===== config.mk =====
export PLATFORM = sky130hd
export DESIGN_NAME = sram_1r1w_arbiter
export DESIGN_NICKNAME = d
export VERILOG_FILES = /design/src/rtl/sram_1r1w_arbiter.sv
export SDC_FILE = /design/constraint.sdc
export NUM_CORES = 1
export LEC_CHECK = 0
export BUFFER_PORTS_ARGS = -buffer_cell sky130_fd_sc_hd__buf_2
export CORE_MARGIN = 2
export CORE_UTILIZATION = 38
export DETAILED_ROUTE_END_ITERATION = 6
export PLACE_DENSITY = 0.8
export SLEW_MARGIN = 30
export SYNTH_ARGS = -nofsm -noshare
export SYNTH_HDL_FRONTEND = slang
export SYNTH_SLANG_ARGS = --single-unit

===== constraint.sdc =====
create_clock -name clk -period 2.5 [get_ports clk]
set_input_delay 0.25 -clock clk [delete_from_list [all_inputs] [get_ports clk]]
set_output_delay 0.25 -clock clk [all_outputs]
set_load 0.02 [all_outputs]

===== src/rtl/sram_1r1w_arbiter.sv =====
// Two-client round-robin arbiter/sequencer for the sky130 1r1w 32x32 SRAM macro.
// Port 0 carries writes, port 1 carries reads; read data is captured one edge after issue.
module sram_1r1w_arbiter #(
    parameter int DATA_WIDTH = 32,
    parameter int ADDR_WIDTH = 5
) (
    input  logic                  clk,
    input  logic                  n_rst,

    input  logic                  a_wr_req,
    input  logic [ADDR_WIDTH-1:0] a_wr_addr,
    input  logic [DATA_WIDTH-1:0] a_wr_data,
    output logic                  a_wr_gnt,
    input  logic                  b_wr_req,
    input  logic [ADDR_WIDTH-1:0] b_wr_addr,
    input  logic [DATA_WIDTH-1:0] b_wr_data,
    output logic                  b_wr_gnt,

    input  logic                  a_rd_req,
    input  logic [ADDR_WIDTH-1:0] a_rd_addr,
    output logic                  a_rd_gnt,
    input  logic                  b_rd_req,
    input  logic [ADDR_WIDTH-1:0] b_rd_addr,
    output logic                  b_rd_gnt,

    output logic                  a_rd_valid,
    output logic                  b_rd_valid,
    output logic [DATA_WIDTH-1:0] rd_data,

    output logic                  sram_csb0,
    output logic [ADDR_WIDTH-1:0] sram_addr0,
    output logic [DATA_WIDTH-1:0] sram_din0,
    output logic                  sram_csb1,
    output logic [ADDR_WIDTH-1:0] sram_addr1,
    input  logic [DATA_WIDTH-1:0] sram_dout1,

    output logic [7:0]            coll_cnt
);

    localparam int NCLI = 2;

    logic [NCLI-1:0]       wr_req;
    logic [NCLI-1:0]       rd_req;
    logic [ADDR_WIDTH-1:0] wr_addr [NCLI];
    logic [DATA_WIDTH-1:0] wr_data [NCLI];
    logic [ADDR_WIDTH-1:0] rd_addr [NCLI];
    logic [NCLI-1:0]       wr_gnt;
    logic [NCLI-1:0]       rd_gnt;

    logic                  wr_sel;
    logic                  wr_any;
    logic                  rd_sel;
    logic                  rd_cand;
    logic [ADDR_WIDTH-1:0] rd_cand_addr;
    logic                  collision;
    logic                  rd_any;

    logic                  wr_last_reg;
    logic                  rd_last_reg;
    logic                  p_valid_reg;
    logic                  p_owner_reg;
    logic [NCLI-1:0]       rd_valid_reg;
    logic [DATA_WIDTH-1:0] rd_data_reg;
    logic [7:0]            coll_cnt_reg;
    logic [7:0]            coll_cnt_next;

    assign wr_req     = {b_wr_req, a_wr_req};
    assign rd_req     = {b_rd_req, a_rd_req};
    assign wr_addr[0] = a_wr_addr;
    assign wr_addr[1] = b_wr_addr;
    assign wr_data[0] = a_wr_data;
    assign wr_data[1] = b_wr_data;
    assign rd_addr[0] = a_rd_addr;
    assign rd_addr[1] = b_rd_addr;

    // Select index 1 (client B) only when B alone asks, or both ask and A won last time.
    assign wr_sel = n_rst & ((wr_req == 2'b10) | ((wr_req == 2'b11) & ~wr_last_reg));
    assign wr_any = n_rst & (|wr_req);
    assign rd_sel = n_rst & ((rd_req == 2'b10) | ((rd_req == 2'b11) & ~rd_last_reg));
    assign rd_cand = n_rst & (|rd_req);

    assign sram_addr0   = wr_addr[wr_sel];
    assign sram_din0    = wr_data[wr_sel];
    assign rd_cand_addr = rd_addr[rd_sel];

    // A read to the word being written this cycle waits; the write always goes first.
    assign collision = wr_any & rd_cand & (rd_cand_addr == sram_addr0);
    assign rd_any    = rd_cand & ~collision;

    generate
        for (genvar gi = 0; gi < NCLI; gi++) begin : g_cli
            assign wr_gnt[gi] = wr_any & (wr_sel == 1'(gi));
            assign rd_gnt[gi] = rd_any & (rd_sel == 1'(gi));
        end
    endgenerate

    assign a_wr_gnt = wr_gnt[0];
    assign b_wr_gnt = wr_gnt[1];
    assign a_rd_gnt = rd_gnt[0];
    assign b_rd_gnt = rd_gnt[1];

    assign sram_csb0  = ~wr_any;
    assign sram_csb1  = ~rd_any;
    assign sram_addr1 = rd_cand_addr;

    assign coll_cnt_next = (collision && coll_cnt_reg != 8'hFF) ? coll_cnt_reg + 8'd1
                                                                : coll_cnt_reg;

    always_ff @(posedge clk) begin
        if (!n_rst) begin
            wr_last_reg  <= 1'b1;
            rd_last_reg  <= 1'b1;
            p_valid_reg  <= 1'b0;
            p_owner_reg  <= 1'b0;
            rd_valid_reg <= '0;
            rd_data_reg  <= '0;
            coll_cnt_reg <= '0;
        end else begin
            if (wr_any) begin
                wr_last_reg <= wr_sel;
            end
            if (rd_any) begin
                rd_last_reg <= rd_sel;
            end
            coll_cnt_reg <= coll_cnt_next;
            p_valid_reg  <= rd_any;
            p_owner_reg  <= rd_sel;
            rd_valid_reg <= '0;
            // dout1 is only guaranteed until shortly after this edge, so grab it now.
            if (p_valid_reg) begin
                rd_data_reg               <= sram_dout1;
                rd_valid_reg[p_owner_reg] <= 1'b1;
            end
        end
    end

    assign a_rd_valid = rd_valid_reg[0];
    assign b_rd_valid = rd_valid_reg[1];
    assign rd_data    = rd_data_reg;
    assign coll_cnt   = coll_cnt_reg;

endmodule


==> reports/metrics.cfg, run 1 <==
[setup_path]
cp.depth=8
worstSetupEndpointType=primary output
worstReg2RegEnd=coll_cnt[7]$_SDFFE_PN0P_
cp.required_ns=2.25
critPathMaxFanout=9
startpoint=rd_last_reg$_SDFFE_PN1P_
path_cells=nand2_4, and2_4, mux2_4, a211oi_4, and3_4, nor2_4, and2_1, buf_2
cpPeakStageDelay_ns=0.37
cp_data_arrival_time_ns=2.13
r2r_start=rd_last_reg$_SDFFE_PN1P_
r2r_setup_slack_ns=0.24
critPathBufInv=1
rr_worst_depth=7
critPathSlowestCell=dfxtp_2
path_class=register to primary output
crit_family=simple AND/OR/NAND/NOR gates
start_kind=register
cp-endpoint=b_rd_gnt

[routing]
drc_errors=0
dr.pass1.iters=4
vias=2670
drt_wl_total_um=7993
vias_per_cell=4.935
drt_iter0_markers=125
wire_per_inst_um=14.77
ant_nets=0

[sta]
slew_headroom_pct=62.73
setup_violations=0
slew_viol_final=0
period_share_pct=95.09
skew_ns=0.008733
hold_viol_final=0
clock.fmax_mhz=420.6
worst-slew-pin-transition_ns=0.5532
min_period_ns=2.377

[floorplanning]
dieArea_sq_um=7144
die_width_um=84.52
rows=29
die_h_um=84.52
start_util_pct=39.02
io_pins=212
core_sq_um=6314

[placed_design]
place.port_buffers=211
placed_cells=533
dp_hpwl_um=6524
place.gp.congestion=0.9200

[grt]
met3_usage_pct=5.310
gr-usage-all-layers_pct=21.23
antenna_found_initial=0
globalRouteMet2Util_pct=36.01
busiest_layer=met2
grt_pass1_vias=2544
grt_max_degree=35
met1_usage_pct=27.18
grt_pass1_wl_um=12320
gr-total-overflow=0

[finish]
fin_cells=541
synthToLayoutAreaGrowth_pct=53.94
largest_reg_flops=32
insertedDiodeCount=0
multi_input_area_sq_um=1534
drive_gt1_share_pct=60.34
fillers=576
regArea_sq_um=923.4
fin_nets=586

[synthesis]
postSynthCellCount=252
synth_cell_type_count=37
avgSynthCellArea_sq_um=9.776
ys_seq_area_share_pct=37.38
synth_edf_count=0
netlist_area_sq_um=2464
async_reset_ff_share_pct=0
synth-seq-cells=46
synthesis.nets=375
synth_warnings=0
synthFlopType=dfxtp_1

[clock_network]
post-cts-setup-buffers=0
cts_hold_buf=0
path_clk_slew_ns=0.09
cts_sinks=46
cts_buffers=5
cts_tree=yes
clk_path_buf_depth=2
clk_latency_ns=0.29
root_buffer=clkbuf_8
h-tree-depth=2

[power_and_ir_drop]
power_density_nw_per_um2=500.5
leakage_uw=0.001935
vdd_drop_max_v=0.0005040
finalPower_uw=1898

[run_status]
status=completed

[min_path]
hp-class=input port to register

[run]
cap_violations=0

## placed cells by master, fill, tap and decap left out, drive strengths merged, types with 2 or more instances in the layout
cell    instances
buf           218
nor2b          32
and2            6
dfxtp          46
and3           10
or3             2
nor2            8
inv             5
a21boi          7
nand3           9
a211oi          5
o31ai           2
clkbuf          5
o21ai          11
mux2i          33
or2             4
nand2          10
o211ai          5
mux2           33
## routing by layer
metal	up-vias	part of all wire, %
met4	0	0.84
met3	6	7.3
met5	-	0
li1	1321	-
met1	1236	43
met2	107	49
## worst min path at each step
stage	startpoint	endpoint	slack, ns	cells past startpoint
final	sram_dout1[20]	rd_data[20]$_SDFFE_PN0P_	0.21	3
after global routing	sram_dout1[0]	rd_data[0]$_SDFFE_PN0P_	0.20	3
after CTS	sram_dout1[0]	rd_data[0]$_SDFFE_PN0P_	0.20	3
after detailed placement	p_owner_reg$_SDFF_PN0_	rd_valid_reg[0]$_SDFF_PN0_	0.41	1
after global placement	p_owner_reg$_SDFF_PN0_	rd_valid_reg[0]$_SDFF_PN0_	0.42	1
after floorplan	p_owner_reg$_SDFF_PN0_	rd_valid_reg[0]$_SDFF_PN0_	0.38	1
## worst min-delay path: stages
cell and delay [ns]:
buf_2 0.07, mux2i_1 0.05, nor2b_1 0.09
## synthesized netlist by cell type (2+ instances only)
master,number,area (sq um)
a21boi_1,2,15.01
a21boi_0,5,37.54
or3_1,2,12.51
o211ai_1,5,37.54
nand3_1,9,45.04
mux2_2,32,360.4
mux2i_1,33,330.3
nor2_1,7,26.28
dfxtp_1,46,920.9
a211oi_1,4,30.03
and3_1,10,62.56
nor2b_1,32,200.2
nand2_1,10,37.54
and2_1,5,31.28
buf_1,3,11.26
or2_2,4,25.02
o21ai_0,11,55.05
clkbuf_1,9,33.78
inv_1,4,15.01
o31ai_1,2,15.01
## where the power goes
group / total, uW / internal [uW] / switching [uW] / leakage [uW]
Clock: 551 / 300 / 251 / 0.0000585
Sequential: 799 / 771 / 28.3 / 0.000377
Combinational: 548 / 254 / 294 / 0.00150
## area by class of cell
type,instances,area share (%)
Tap cell,77,2.540
Sequential cell,46,24.35
Timing Repair Buffer,218,29.30
Inverter,4,0.3959
Clock buffer,5,1.815
Clock inverter,3,1.155
Multi-Input combinational cell,188,40.45
## timing repair
action | 4_1_cts | 5_1_grt
pin swaps | 1 | 4
setup endpoints to repair | 3 | 9
gates resized for setup | 3 | 20
## logic make-up after synthesis
| kind of cell | after synthesis | share of synthesized area, % |
|---|---|---|
| compound gates | 35 | 9.903 |
| xor+xnor | 1 | 0.3556 |
| fa+ha+maj | 1 | 0.5078 |
| buf+inv | 18 | 3.097 |
| flops | 46 | 37.38 |
| mux | 66 | 28.64 |
| simple gates | 85 | 20.11 |
## metrics by stage
stage / utilization [%] / area [sq um] / setup WS, ns / setup TNS [ns] / hold WS (ns)
after floorplan: - / 2464 / 0.2574 / 0 / 0.3839
after global placement: 57.15 / 3608 / 0.1424 / 0 / 0.4209
after detailed placement: 57.15 / 3608 / 0.07314 / 0 / 0.4060
after CTS: 59.04 / 3727 / 0.004045 / 0 / 0.2022
after global routing: 60.07 / 3792 / -0.04964 / -0.09122 / 0.2021
final: 60.07 / 3792 / 0.1227 / 0 / 0.2079
(Power assumes the default switching activity.)
==> inputs of run 2 (changes only) <==
--- a/config.mk
+++ b/config.mk
@@ -7,9 +7,10 @@
 export LEC_CHECK = 0
 export BUFFER_PORTS_ARGS = -buffer_cell sky130_fd_sc_hd__buf_2
 export CORE_MARGIN = 2
-export CORE_UTILIZATION = 38
+export CORE_UTILIZATION = 39
+export CTS_BUF_LIST = sky130_fd_sc_hd__clkbuf_8
 export DETAILED_ROUTE_END_ITERATION = 6
-export PLACE_DENSITY = 0.8
+export PLACE_DENSITY = 0.82
 export SLEW_MARGIN = 30
 export SYNTH_ARGS = -nofsm -noshare
 export SYNTH_HDL_FRONTEND = slang
==> reports/metrics.cfg, run 2 (same netlist as run 1, synthesis figures left out) <==
[run_status]
status=completed

[routing]
ant_nets=0
vias=2668
drt_iter0_markers=95
wire_per_inst_um=14.46
dr.pass1.iters=4
drc_errors=0
vias_per_cell=4.941
drt_wl_total_um=7807

[clock_network]
cts_tree=yes
path_clk_slew_ns=0.09
cts_sinks=46
cts_buffers=5
h-tree-depth=2
clk_latency_ns=0.29
root_buffer=clkbuf_8
post-cts-setup-buffers=0
clk_path_buf_depth=2

[setup_path]
startpoint=rd_last_reg$_SDFFE_PN1P_
cp.required_ns=2.25
critPathSlowestCell=a21boi_0
path_class=register to primary output
start_kind=register
worstSetupEndpointType=primary output
critPathMaxFanout=9
r2r_start=rd_last_reg$_SDFFE_PN1P_
path_cells=nand2_4, a21boi_0, a211oi_1, a211oi_2, and3_4, nor2_2, and2_1, buf_2
critPathBufInv=1
cp-endpoint=b_rd_gnt
cpPeakStageDelay_ns=0.39
worstReg2RegEnd=coll_cnt[7]$_SDFFE_PN0P_
r2r_setup_slack_ns=0.17
cp_data_arrival_time_ns=2.14
rr_worst_depth=7
crit_family=compound AO/OA/AOI/OAI gates
cp.depth=8

[sta]
worst-slew-pin-transition_ns=0.4459
clock.fmax_mhz=417.8
slew_viol_final=0
skew_ns=0.006154
min_period_ns=2.393
slew_headroom_pct=69.96
worst_hold_slack_ns=0.2170
period_share_pct=95.73
setup_violations=0
hold_viol_final=0

[finish]
layout_common_cells=buf_2, dfxtp_1, mux2i_1
fillers=533
insertedDiodeCount=0
final_common_cell=buf_2
synthToLayoutAreaGrowth_pct=52.56
fin_nets=587
drive_gt1_share_pct=59.78
largest_reg_flops=32
design_area_sq_um=3759

[placed_design]
placed_area_sq_um=3613
place.port_buffers=211
place.gp.congestion=0.9290
dp_hpwl_um=6410

[floorplanning]
start_util_pct=40.88
die_width_um=83.48
core_sq_um=6026
die_h_um=83.48
dieArea_sq_um=6969
io_pins=212
rows=28

[power_and_ir_drop]
power_density_nw_per_um2=500.8
leakage_uw=0.001931
finalPower_uw=1882
vdd_drop_max_v=0.0003913

[grt]
gr-usage-all-layers_pct=21.08
grt_max_degree=35
antenna_found_initial=0
grt_pass1_wl_um=12180
grt_pass1_vias=2511
gr-total-overflow=0

[run]
cap_violations=0

[min_path]
hp-class=input port to register

run 2: cell type report:
class	instances	area, sq um	area share, %
sequential	46	924.6	24.60
multi-input combinational	188	1494	39.75
clock buffer	5	68.82	1.831
inverter	4	15.01	0.3995
clock inverter	3	43.79	1.165
tap	75	93.84	2.497
timing repair buffer	219	1119	29.76
run 2: metrics by stage:
step / setup slack, ns / utilization (%) / cells / setup TNS [ns]
after floorplan: 0.2574 / - / 252 / 0
after global placement: 0.1094 / 59.97 / 532 / 0
after detailed placement: 0.04688 / 59.97 / 532 / 0
after CTS: 0.0005056 / 61.90 / 540 / 0
after global routing: -0.008901 / 62.38 / 540 / -0.008901
final: 0.1067 / 62.38 / 540 / 0
run 2: worst register-to-register path: cells and delay by family (launching register included):
| family | cells | cell delay, ns |
|---|---|---|
| AND/OR/NAND/NOR | 3 | 0.97 |
| AO/OA/AOI/OAI | 4 | 0.94 |
| flip-flops | 1 | 0.37 |
run 2: worst min path at each step:
stage / start / endpoint / slack, ns / cells past startpoint
5_1_grt: sram_dout1[7] / rd_data[7]$_SDFFE_PN0P_ / 0.21 / 3
3_3_place_gp: p_owner_reg$_SDFF_PN0_ / rd_valid_reg[0]$_SDFF_PN0_ / 0.41 / 1
3_5_place_dp: p_owner_reg$_SDFF_PN0_ / rd_valid_reg[0]$_SDFF_PN0_ / 0.40 / 1
4_1_cts: sram_dout1[17] / rd_data[17]$_SDFFE_PN0P_ / 0.21 / 3
2_1_floorplan: p_owner_reg$_SDFF_PN0_ / rd_valid_reg[0]$_SDFF_PN0_ / 0.38 / 1
6_report: sram_dout1[15] / rd_data[15]$_SDFFE_PN0P_ / 0.22 / 3
run 2: where the power goes:
part	internal [uW]	leakage, uW	switching, uW
registers	771	0.000377	24.3
clock network	300	0.0000585	248
logic	250	0.00150	290
run 2: routing by layer:
layer	share of wire, %	GRT usage, %
met1	43	27.34
met2	48	35.78
met3	7.0	3.858
met4	2.0	6.305
met5	0	0
run 2: repair_timing:
| action | in CTS | in global routing |
|---|---|---|
| setup endpoints to repair | 2 | 4 |
| hold buffers | 0 | 0 |
| pin swaps | 0 | 3 |
| gates resized for setup | 4 | 12 |
| endpoints found under the hold margin | 0 | 0 |
